--- src/rtl/relu_pkg.sv ---
// relu_pkg: shared definitions for the relu_stream block.
//   relu_state_e   - control FSM encoding (IDLE, RUN, DRAIN, DONE)
//   DEF_*          - default parameter values used by relu_stream and relu_lane
//   cnt_width()    - beat counter width for a given map size
// Optional feature macro: RELU_LEAKY_EN (adds the leak shift default).
package relu_pkg;

  typedef enum logic [1:0] {
    ST_IDLE  = 2'd0,
    ST_RUN   = 2'd1,
    ST_DRAIN = 2'd2,
    ST_DONE  = 2'd3
  } relu_state_e;

  localparam int DEF_DATA_WIDTH = 45;
  localparam int DEF_OUT_WIDTH  = 45;
  localparam int DEF_NUM_CH     = 8;
  localparam int DEF_MAP_X      = 24;
  localparam int DEF_MAP_Y      = 24;
  localparam int DEF_OUT_SHIFT  = 0;
`ifdef RELU_LEAKY_EN
  localparam int DEF_LEAK_SHIFT = 3;
`endif

  function automatic int cnt_width(input int beats);
    return (beats > 1) ? $clog2(beats) : 1;
  endfunction

endpackage

--- src/rtl/relu_lane.sv ---
// relu_lane: combinational activation for one channel lane.
//   x    (in)  signed DATA_WIDTH element
//   y    (out) signed OUT_WIDTH activated, shifted, saturated element
//   sat  (out) high when y was clipped to the output range
// Positive inputs are arithmetically shifted by OUT_SHIFT and clipped to the
// largest positive OUT_WIDTH value. Negative inputs become zero, or with
// RELU_LEAKY_EN defined are scaled down by LEAK_SHIFT, then OUT_SHIFT, and
// clipped to the most negative OUT_WIDTH value.
module relu_lane
  import relu_pkg::*;
#(
  parameter int DATA_WIDTH = DEF_DATA_WIDTH,
  parameter int OUT_WIDTH  = DEF_OUT_WIDTH,
  parameter int OUT_SHIFT  = DEF_OUT_SHIFT
`ifdef RELU_LEAKY_EN
  ,
  parameter int LEAK_SHIFT = DEF_LEAK_SHIFT
`endif
) (
  input  logic signed [DATA_WIDTH-1:0] x,
  output logic signed [OUT_WIDTH-1:0]  y,
  output logic                         sat
);

  // Output range limits expressed at the input width so the comparison is exact.
  localparam logic signed [DATA_WIDTH-1:0] SAT_MAX =
    {{(DATA_WIDTH-OUT_WIDTH+1){1'b0}}, {(OUT_WIDTH-1){1'b1}}};
`ifdef RELU_LEAKY_EN
  localparam logic signed [DATA_WIDTH-1:0] SAT_MIN =
    {{(DATA_WIDTH-OUT_WIDTH+1){1'b1}}, {(OUT_WIDTH-1){1'b0}}};
`endif

  function automatic logic signed [DATA_WIDTH-1:0] act_shift(
    input logic signed [DATA_WIDTH-1:0] v
  );
    if (v[DATA_WIDTH-1]) begin
`ifdef RELU_LEAKY_EN
      return (v >>> LEAK_SHIFT) >>> OUT_SHIFT;
`else
      return '0;
`endif
    end
    return v >>> OUT_SHIFT;
  endfunction

  function automatic logic sat_detect(input logic signed [DATA_WIDTH-1:0] v);
`ifdef RELU_LEAKY_EN
    return (v > SAT_MAX) || (v < SAT_MIN);
`else
    return (v > SAT_MAX);
`endif
  endfunction

  function automatic logic signed [OUT_WIDTH-1:0] sat_clip(
    input logic signed [DATA_WIDTH-1:0] v
  );
    if (v > SAT_MAX) return SAT_MAX[OUT_WIDTH-1:0];
`ifdef RELU_LEAKY_EN
    if (v < SAT_MIN) return SAT_MIN[OUT_WIDTH-1:0];
`endif
    return v[OUT_WIDTH-1:0];
  endfunction

  logic signed [DATA_WIDTH-1:0] shifted;

  always_comb begin
    shifted = act_shift(x);
    sat     = sat_detect(shifted);
    y       = sat_clip(shifted);
  end

endmodule

--- src/rtl/relu_stream.sv ---
// relu_stream: streaming ReLU over one MAP_X*MAP_Y-beat map of NUM_CH lanes.
//   clk          rising-edge clock
//   rst          synchronous active-low reset
//   relu_enable  start pulse, honoured only in IDLE
//   in_valid / in_ready / in_data    input beat handshake (lane k at k*DATA_WIDTH)
//   out_valid / out_ready / out_data output beat handshake (lane k at k*OUT_WIDTH)
//   out_last     marks the final beat of the map
//   relu_done    one-cycle pulse when the map has fully drained
//   busy         high whenever the FSM is not IDLE
//   sat_flag     sticky lane-saturation indicator, cleared on a new start
// Optional feature macro: RELU_LEAKY_EN (leaky negative slope, LEAK_SHIFT).
module relu_stream
  import relu_pkg::*;
#(
  parameter int DATA_WIDTH = DEF_DATA_WIDTH,
  parameter int OUT_WIDTH  = DEF_OUT_WIDTH,
  parameter int NUM_CH     = DEF_NUM_CH,
  parameter int MAP_X      = DEF_MAP_X,
  parameter int MAP_Y      = DEF_MAP_Y,
  parameter int OUT_SHIFT  = DEF_OUT_SHIFT
`ifdef RELU_LEAKY_EN
  ,
  parameter int LEAK_SHIFT = DEF_LEAK_SHIFT
`endif
) (
  input  logic                          clk,
  input  logic                          rst,
  input  logic                          relu_enable,
  input  logic                          in_valid,
  output logic                          in_ready,
  input  logic [NUM_CH*DATA_WIDTH-1:0]  in_data,
  output logic                          out_valid,
  input  logic                          out_ready,
  output logic [NUM_CH*OUT_WIDTH-1:0]   out_data,
  output logic                          out_last,
  output logic                          relu_done,
  output logic                          busy,
  output logic                          sat_flag
);

  localparam int BEATS = MAP_X * MAP_Y;
  localparam int CNT_W = cnt_width(BEATS);

  relu_state_e                      state;
  logic        [CNT_W-1:0]          beat_cnt;
  logic        [NUM_CH*OUT_WIDTH-1:0] lane_y;
  logic        [NUM_CH-1:0]         lane_sat;
  logic        [NUM_CH*OUT_WIDTH-1:0] out_data_p1;
  logic                             vld_p1;
  logic                             last_p1;
  logic                             in_fire;
  logic                             out_fire;
  logic                             last_beat;

  // Stage p0: combinational activation of the presented input beat
  for (genvar k = 0; k < NUM_CH; k++) begin : g_lane
    relu_lane #(
      .DATA_WIDTH (DATA_WIDTH),
      .OUT_WIDTH  (OUT_WIDTH),
      .OUT_SHIFT  (OUT_SHIFT)
`ifdef RELU_LEAKY_EN
      ,
      .LEAK_SHIFT (LEAK_SHIFT)
`endif
    ) u_lane (
      .x   (in_data[k*DATA_WIDTH +: DATA_WIDTH]),
      .y   (lane_y[k*OUT_WIDTH +: OUT_WIDTH]),
      .sat (lane_sat[k])
    );
  end

  // A held beat leaving this cycle frees the register for a new one, so the
  // input side stays open under continuous flow.
  assign in_ready  = (state == ST_RUN) && (!vld_p1 || out_ready);
  assign in_fire   = in_valid && in_ready;
  assign out_fire  = vld_p1 && out_ready;
  assign last_beat = (beat_cnt == CNT_W'(BEATS - 1));

  always_ff @(posedge clk) begin
    if (!rst) begin
      state       <= ST_IDLE;
      beat_cnt    <= '0;
      out_data_p1 <= '0;
      vld_p1      <= 1'b0;
      last_p1     <= 1'b0;
      sat_flag    <= 1'b0;
    end else begin
      unique case (state)
        ST_IDLE: begin
          if (relu_enable) begin
            state    <= ST_RUN;
            beat_cnt <= '0;
            sat_flag <= 1'b0;
          end
        end
        ST_RUN: begin
          if (in_fire) begin
            if (last_beat) state <= ST_DRAIN;
            else           beat_cnt <= beat_cnt + CNT_W'(1);
          end
        end
        ST_DRAIN: begin
          if (out_fire && last_p1) state <= ST_DONE;
        end
        ST_DONE: begin
          state    <= ST_IDLE;
          beat_cnt <= '0;
        end
        default: state <= ST_IDLE;
      endcase

      // Stage p1: registered output beat, held until the consumer takes it
      if (in_fire) begin
        out_data_p1 <= lane_y;
        vld_p1      <= 1'b1;
        last_p1     <= last_beat;
        if (|lane_sat) sat_flag <= 1'b1;
      end else if (out_fire) begin
        vld_p1  <= 1'b0;
        last_p1 <= 1'b0;
      end
    end
  end

  assign out_data  = out_data_p1;
  assign out_valid = vld_p1;
  assign out_last  = last_p1;
  assign relu_done = (state == ST_DONE);
  assign busy      = (state != ST_IDLE);

endmodule

--- config.mk ---
export PLATFORM = sky130hd
export DESIGN_NAME = relu_stream
export DESIGN_NICKNAME = d
export VERILOG_FILES = /design/src/rtl/relu_pkg.sv /design/src/rtl/relu_lane.sv /design/src/rtl/relu_stream.sv
export SDC_FILE = /design/constraint.sdc
export NUM_CORES = 1
export LEC_CHECK = 0
export CORE_AREA = 4 4 280 282
export CTS_CLUSTER_DIAMETER = 150
export CTS_CLUSTER_SIZE = 40
export DETAILED_ROUTE_END_ITERATION = 6
export DIE_AREA = 0 0 284 286
export PLACE_DENSITY = 0.53
export SLEW_MARGIN = 30
export SYNTH_ARGS = -nofsm -noshare
export SYNTH_HDL_FRONTEND = slang
export SYNTH_SLANG_ARGS = --single-unit
--- constraint.sdc ---
create_clock -name clk -period 2.2 [get_ports clk]
set_input_delay 0.33 -clock clk [delete_from_list [all_inputs] [get_ports clk]]
set_output_delay 0.33 -clock clk [all_outputs]
set_load 0.01 [all_outputs]
==> impl_metrics.toml, run 1 <==
[run]
cap_violations = 0

[timing]
min_period_ps = 2030
fin_ws_ps = 174
tns_ps = 0
slew_violations = 0
worst_pin_slew_ps = 658
rsz0062_at_grt = "no"
max_freq_mhz = 494
max-slew-margin-rel_pct = 56.2
fin_crit_sh_pct = 92.1
hold_viol = 0
setup_viol = 0
finClkSkew_ps = 17.0

[pwr]
power_frac_clock_pct = 21.1
p_total_uw = 16000
combinationalPowerShare_pct = 32.6
seqPwrFrac_pct = 46.3
power.switching_uw = 5100
intPower_uw = 10900
irDropWorstVdd_uv = 455
power_density_nw_per_um2 = 662
p_sw_share_pct = 31.8
p_leak_uw = 0.00773

[synthesis]
synth_area_leaders = "dfxtp_1 48%, nor3b_1 17%, nor2b_1 14%"
synth-seq-area-share_pct = 48.2
synth_enable_flop_cells = 0
synth_ff_type = "dfxtp_1"
post_synth.cell_area_avg_um2 = 9.13
synth_area_um2 = 15200
yosysTopAreaCell = "dfxtp_1"
ys_ff_latch = 367
syn_inst = 1669
ys_warn_count = 0
post_synth_num_cell_types = 39
synthArstFlopShare_pct = 0
synth.top_cell.area_share_pct = 48.2

[clock_network]
cts_root_buf = "clkbuf_16"
ctsHtreeMaxLevel = 1
clock-sinks = 367
cts_hold_buf = 0
cts_max_path_buffers = 3
numCtsBuffers = 13
clock_latency_ps = 550
clkTransAtPathRegs_ps = 150
cts_tree = "built"

[grt]
antenna_found_initial = 11
grt_pass1_wl_um = 88400
grtUsageMet3_pct = 5.39
first_global_vias = 14400
busiest_layer = "met2"
grt-ovfl-total = 0
grt_max_degree = 137
grtUsageMet2_pct = 23.7
use_met1_pct = 15.3
track_usage_pct = 13.6

[cells_and_area]
drive_gt1_share_pct = 4.86
fillers = 7803
fin_nets = 2694
fin_area_um2 = 24200
multi_input_area_um2 = 7200
area_delta_synth_final_pct = 59.0
regArea_um2 = 7350

[place]
place_area_um2 = 23800
numPortBuffers = 722
dp_hpwl_um = 44900
dp_worst_setup_slack_ps = -65.4
place.gp.congestion = 0.820

[critical_path]
crit_slowest_cell = "dfxtp_2"
worstSetupStartpointType = "flip-flop"
worst-endpoint-arrival_ps = 1700
path_depth = 4
critPathBufInv = 2
endpoint_kind = "primary output"
criticalPathCategory = "flip-flop to primary output"
crit_chain = "inv_1 -> ha_4 -> and2_1 -> dlygate4sd2_1"
slowest_delay_ps = 360
crit_path_max_fanout = 6
crit_required_ps = 1870
worst_r2r_path_depth = 7
critical-path-top-delay-family = "buffers and inverters"

[routing]
detail-route-antenna-nets = 0
routedWlPerCell_um = 17.9
wl_um = 59200
drt-vias-per-instance = 4.25
dr.pass1.iters = 4
vias = 14000
first_iter_violations = 513
drc = 0

[floorplanning]
die_h_um = 286
core-area_um2 = 75700
row_count = 101
dieArea_um2 = 81200
die_x_um = 284
ios = 731
initial_core_util_pct = 20.1

[min_path]
worstHoldPathCells = 2
hold_path.class = "input port to flip-flop"

[outcome]
run_status = "complete, no violations"
## synth_stat cells, types with 3 or more instances
master,instances
inv_1,3
nand4_1,3
o21ai_0,3
a21oi_1,358
nor3b_1,352
dfxtp_1,367
nor2_1,3
o211ai_1,3
buf_4,8
nand2_1,12
buf_1,5
or4_1,4
or3_1,3
buf_2,66
ha_1,6
nand3_1,5
clkbuf_1,89
nor2b_1,353
and2_1,3
## flip-flops by register name, indices dropped and copies added, names as in the netlist
name / cells
out_last: 1
sat_flag: 1
out_data: 352
out_valid: 1
beat_cnt: 10
state: 2
## worst paths after layout
kind / startpoint / slack, ps / to
max reg2reg: state[1]$_SDFFE_PN0P_ / 240 / beat_cnt[7]$_SDFFE_PN0P_
max: state[1]$_SDFFE_PN0P_ / 170 / in_ready
min: rst / 150 / out_data[322]$_SDFFE_PN0P_
min reg2reg: sat_flag$_SDFF_PN0_ / 460 / sat_flag$_SDFF_PN0_
## stage by stage
step | hold WS, ps | util, % | instances
after floorplan | 417 | - | 1676
after global placement | 425 | 31.5 | 3286
after detailed placement | 436 | 31.5 | 3286
after CTS | 110 | 32.0 | 3304
after global routing | 137 | 32.0 | 3306
final | 154 | 32.0 | 3308
## cell usage in the layout, fill, tap and decap left out, types with 4 or more instances in the layout
cell type and instances:
clkdlybuf4s50_1 716, dfxtp_1 365, a21oi_1 358, nor2b_1 353, nor3b_1 352, buf_4 56
buf_12 22, clkbuf_16 13, nand2_1 12, conb_1 8, ha_1 5, diode_2 4
nand3_1 4, or4_1 4
## area by class of cell
class                   instances  share of cell area [%]
repair buffers                800                    33.3
flip-flops and latches        367                    30.3
multi-input cells            1138                    29.7
well taps                     978                    5.05
clock buffers                  14                    1.36
clock inverters                 4                   0.170
inverters                       3                  0.0465
diodes                          4                  0.0413
## layer usage
layer | vias up | part of all wire (%) | wire, um
met4 | 8 | 3.4 | 2030
met3 | 78 | 9.3 | 5490
met2 | 510 | 47 | 28000
met1 | 6492 | 40 | 23600
met5 | - | 0.091 | 54
li1 | 6957 | - | -
## cell families (layout without fill, tap and decap cells)
family          after synthesis  in the layout  share of synthesized area, %
buf+inv                     171            821                          4.95
fa+ha+maj                     6              6                         0.492
mux                           1              1                        0.0657
flops                       367            367                          48.2
simple gates                748            748                          33.5
compound gates              373            373                          12.6
xor+xnor                      2              2                         0.115
other cells                   1             12                        0.0246
## timing repair
action,in CTS,in global routing
setup buffers,0,0
gates resized for setup,7,2
setup endpoints to repair,2,1
## power by group through the flow
stage          sequential (uW)  clock [uW]  combinational (uW)
6_report                  7440        3390                5220
3_3_place_gp              7560           0                5200
2_1_floorplan             7760           0                2390
3_5_place_dp              7570           0                5260
4_1_cts                   7440        3650                5280
5_1_grt                   7500        3790                5710
Note: power is estimated with default switching activity, not from simulation.
==> run 2: changes to the inputs <==
- RECOVER_POWER: unset -> 50
==> run 2 against run 1 <==
Net effect: sequential power about the same; combinational power down 4.0%; sequential share of layout area grew 0.21 points; cell count is the same; count of clock-buffer cells in the layout stayed put; largest cell class unchanged.
==> impl_metrics.toml, run 2 (synthesized netlist as in run 1, its figures left out) <==
[timing]
max_freq_mhz = 486
finClkSkew_ps = 15.8
slew_violations = 0
whs_ps = 160
hold_viol = 0
min_period_ps = 2060
worst_pin_slew_ps = 661
rsz0062_at_grt = "no"
setup_viol = 0
fin_crit_sh_pct = 93.5
max-slew-margin-rel_pct = 55.9

[clock_network]
clkTransAtPathRegs_ps = 150
cts_max_path_buffers = 3
post_cts_buffers = 0
cts_tree = "built"
ctsHtreeMaxLevel = 1
numCtsBuffers = 13
clock_latency_ps = 550
clock-sinks = 367
cts_hold_buf = 0
cts_root_buf = "clkbuf_16"

[place]
place.gp.congestion = 0.820
place_area_um2 = 23800
numPortBuffers = 722
dp_hpwl_um = 44900

[cells_and_area]
fin_area_um2 = 24100
mostFrequentLayoutCells = "624 x clkdlybuf4s50_1, 366 x dfxtp_1, 358 x a21oi_1"
largest_reg_flops = 352
drive_gt1_share_pct = 3.78
fin_nets = 2694
area_delta_synth_final_pct = 57.9
layout_commonest_cell = "clkdlybuf4s50_1"

[floorplanning]
die_x_um = 284
initial_core_util_pct = 20.1
dieArea_um2 = 81200
ios = 731
die_h_um = 286
row_count = 101
core-area_um2 = 75700

[routing]
dr.pass1.iters = 6
first_iter_violations = 524
vias = 14100
drc = 0
wl_um = 59200
detail-route-antenna-nets = 0
routedWlPerCell_um = 17.9
drt-vias-per-instance = 4.25

[pwr]
irDropWorstVdd_uv = 453
p_leak_uw = 0.00793
power_density_nw_per_um2 = 657

[min_path]
hold_path.class = "input port to flip-flop"

[critical_path]
crit_required_ps = 1870
reg2reg_setup_slack_ps = 200
criticalPathCategory = "flip-flop to primary output"
worst-endpoint-arrival_ps = 1730
crit_path_max_fanout = 6
endpoint_kind = "primary output"
worstSetupStartpointType = "flip-flop"

[grt]
busiest_layer = "met2"
grt_max_degree = 137
track_usage_pct = 13.6
antenna_found_initial = 11
grtUsageMet3_pct = 5.39
grt-ovfl-total = 0
grt_pass1_wl_um = 88400
first_global_vias = 14400
grtUsageMet2_pct = 23.7
use_met1_pct = 15.3

[run]
cap_violations = 0

[outcome]
run_status = "complete, no violations"
-- run 2: path summary, 6_finish.rpt --
| kind | start | end | cells after the start |
|---|---|---|---|
| setup / recovery | state[1]$_SDFFE_PN0P_ | in_ready | 4 |
| hold / removal | rst | out_data[332]$_SDFFE_PN0P_ | 2 |
| setup reg to reg | state[1]$_SDFFE_PN0P_ | beat_cnt[8]$_SDFFE_PN0P_ | 7 |
| hold reg to reg | sat_flag$_SDFF_PN0_ | sat_flag$_SDFF_PN0_ | 2 |
-- run 2: per-layer routing --
metal,share of wire (%),wire [um],up-vias
met5,0.091,54,-
met4,3.5,2090,8
met3,9.2,5470,80
met2,48,28100,508
met1,40,23400,6508
li1,-,-,6964
-- run 2: what timing repair did --
item | CTS | global route
setup endpoints to repair | 2 | 1
pin swaps | 0 | 0
gates resized for setup | 7 | 2
-- run 2: through the flow --
stage               util [%]  std cells  setup slack, ps  TNS, ps  total power, uW
finish                  31.8       3308              143        0            15800
detailed placement      31.5       3286            -65.4     -405            12800
global placement        31.5       3286            -97.9     -347            12800
floorplan                  -       1676              478        0            10200
global route            31.8       3306             32.3        0            16800
CTS                     32.0       3304              107        0            16400
-- run 2: area by class of cell --
type                       count  area [um^2]
fill                        7850        51600
timing repair buffer         800         7900
sequential                   367         7350
multi-input combinational   1138         7200
tap                          978         1220
clock buffer                  14          329
clock inverter                 4         41.3
inverter                       3         11.3
antenna                        4         10.0
-- run 2: critical path: stages, from the launching register on --
cell and delay [ps]:
dfxtp_1 410, inv_1 110, ha_4 200, and2_1 160, dlygate4sd2_1 300
-- run 2: where the power goes --
| group | internal (uW) | switching (uW) |
|---|---|---|
| logic | 2470 | 2550 |
| registers | 7150 | 279 |
| clock network | 1130 | 2240 |
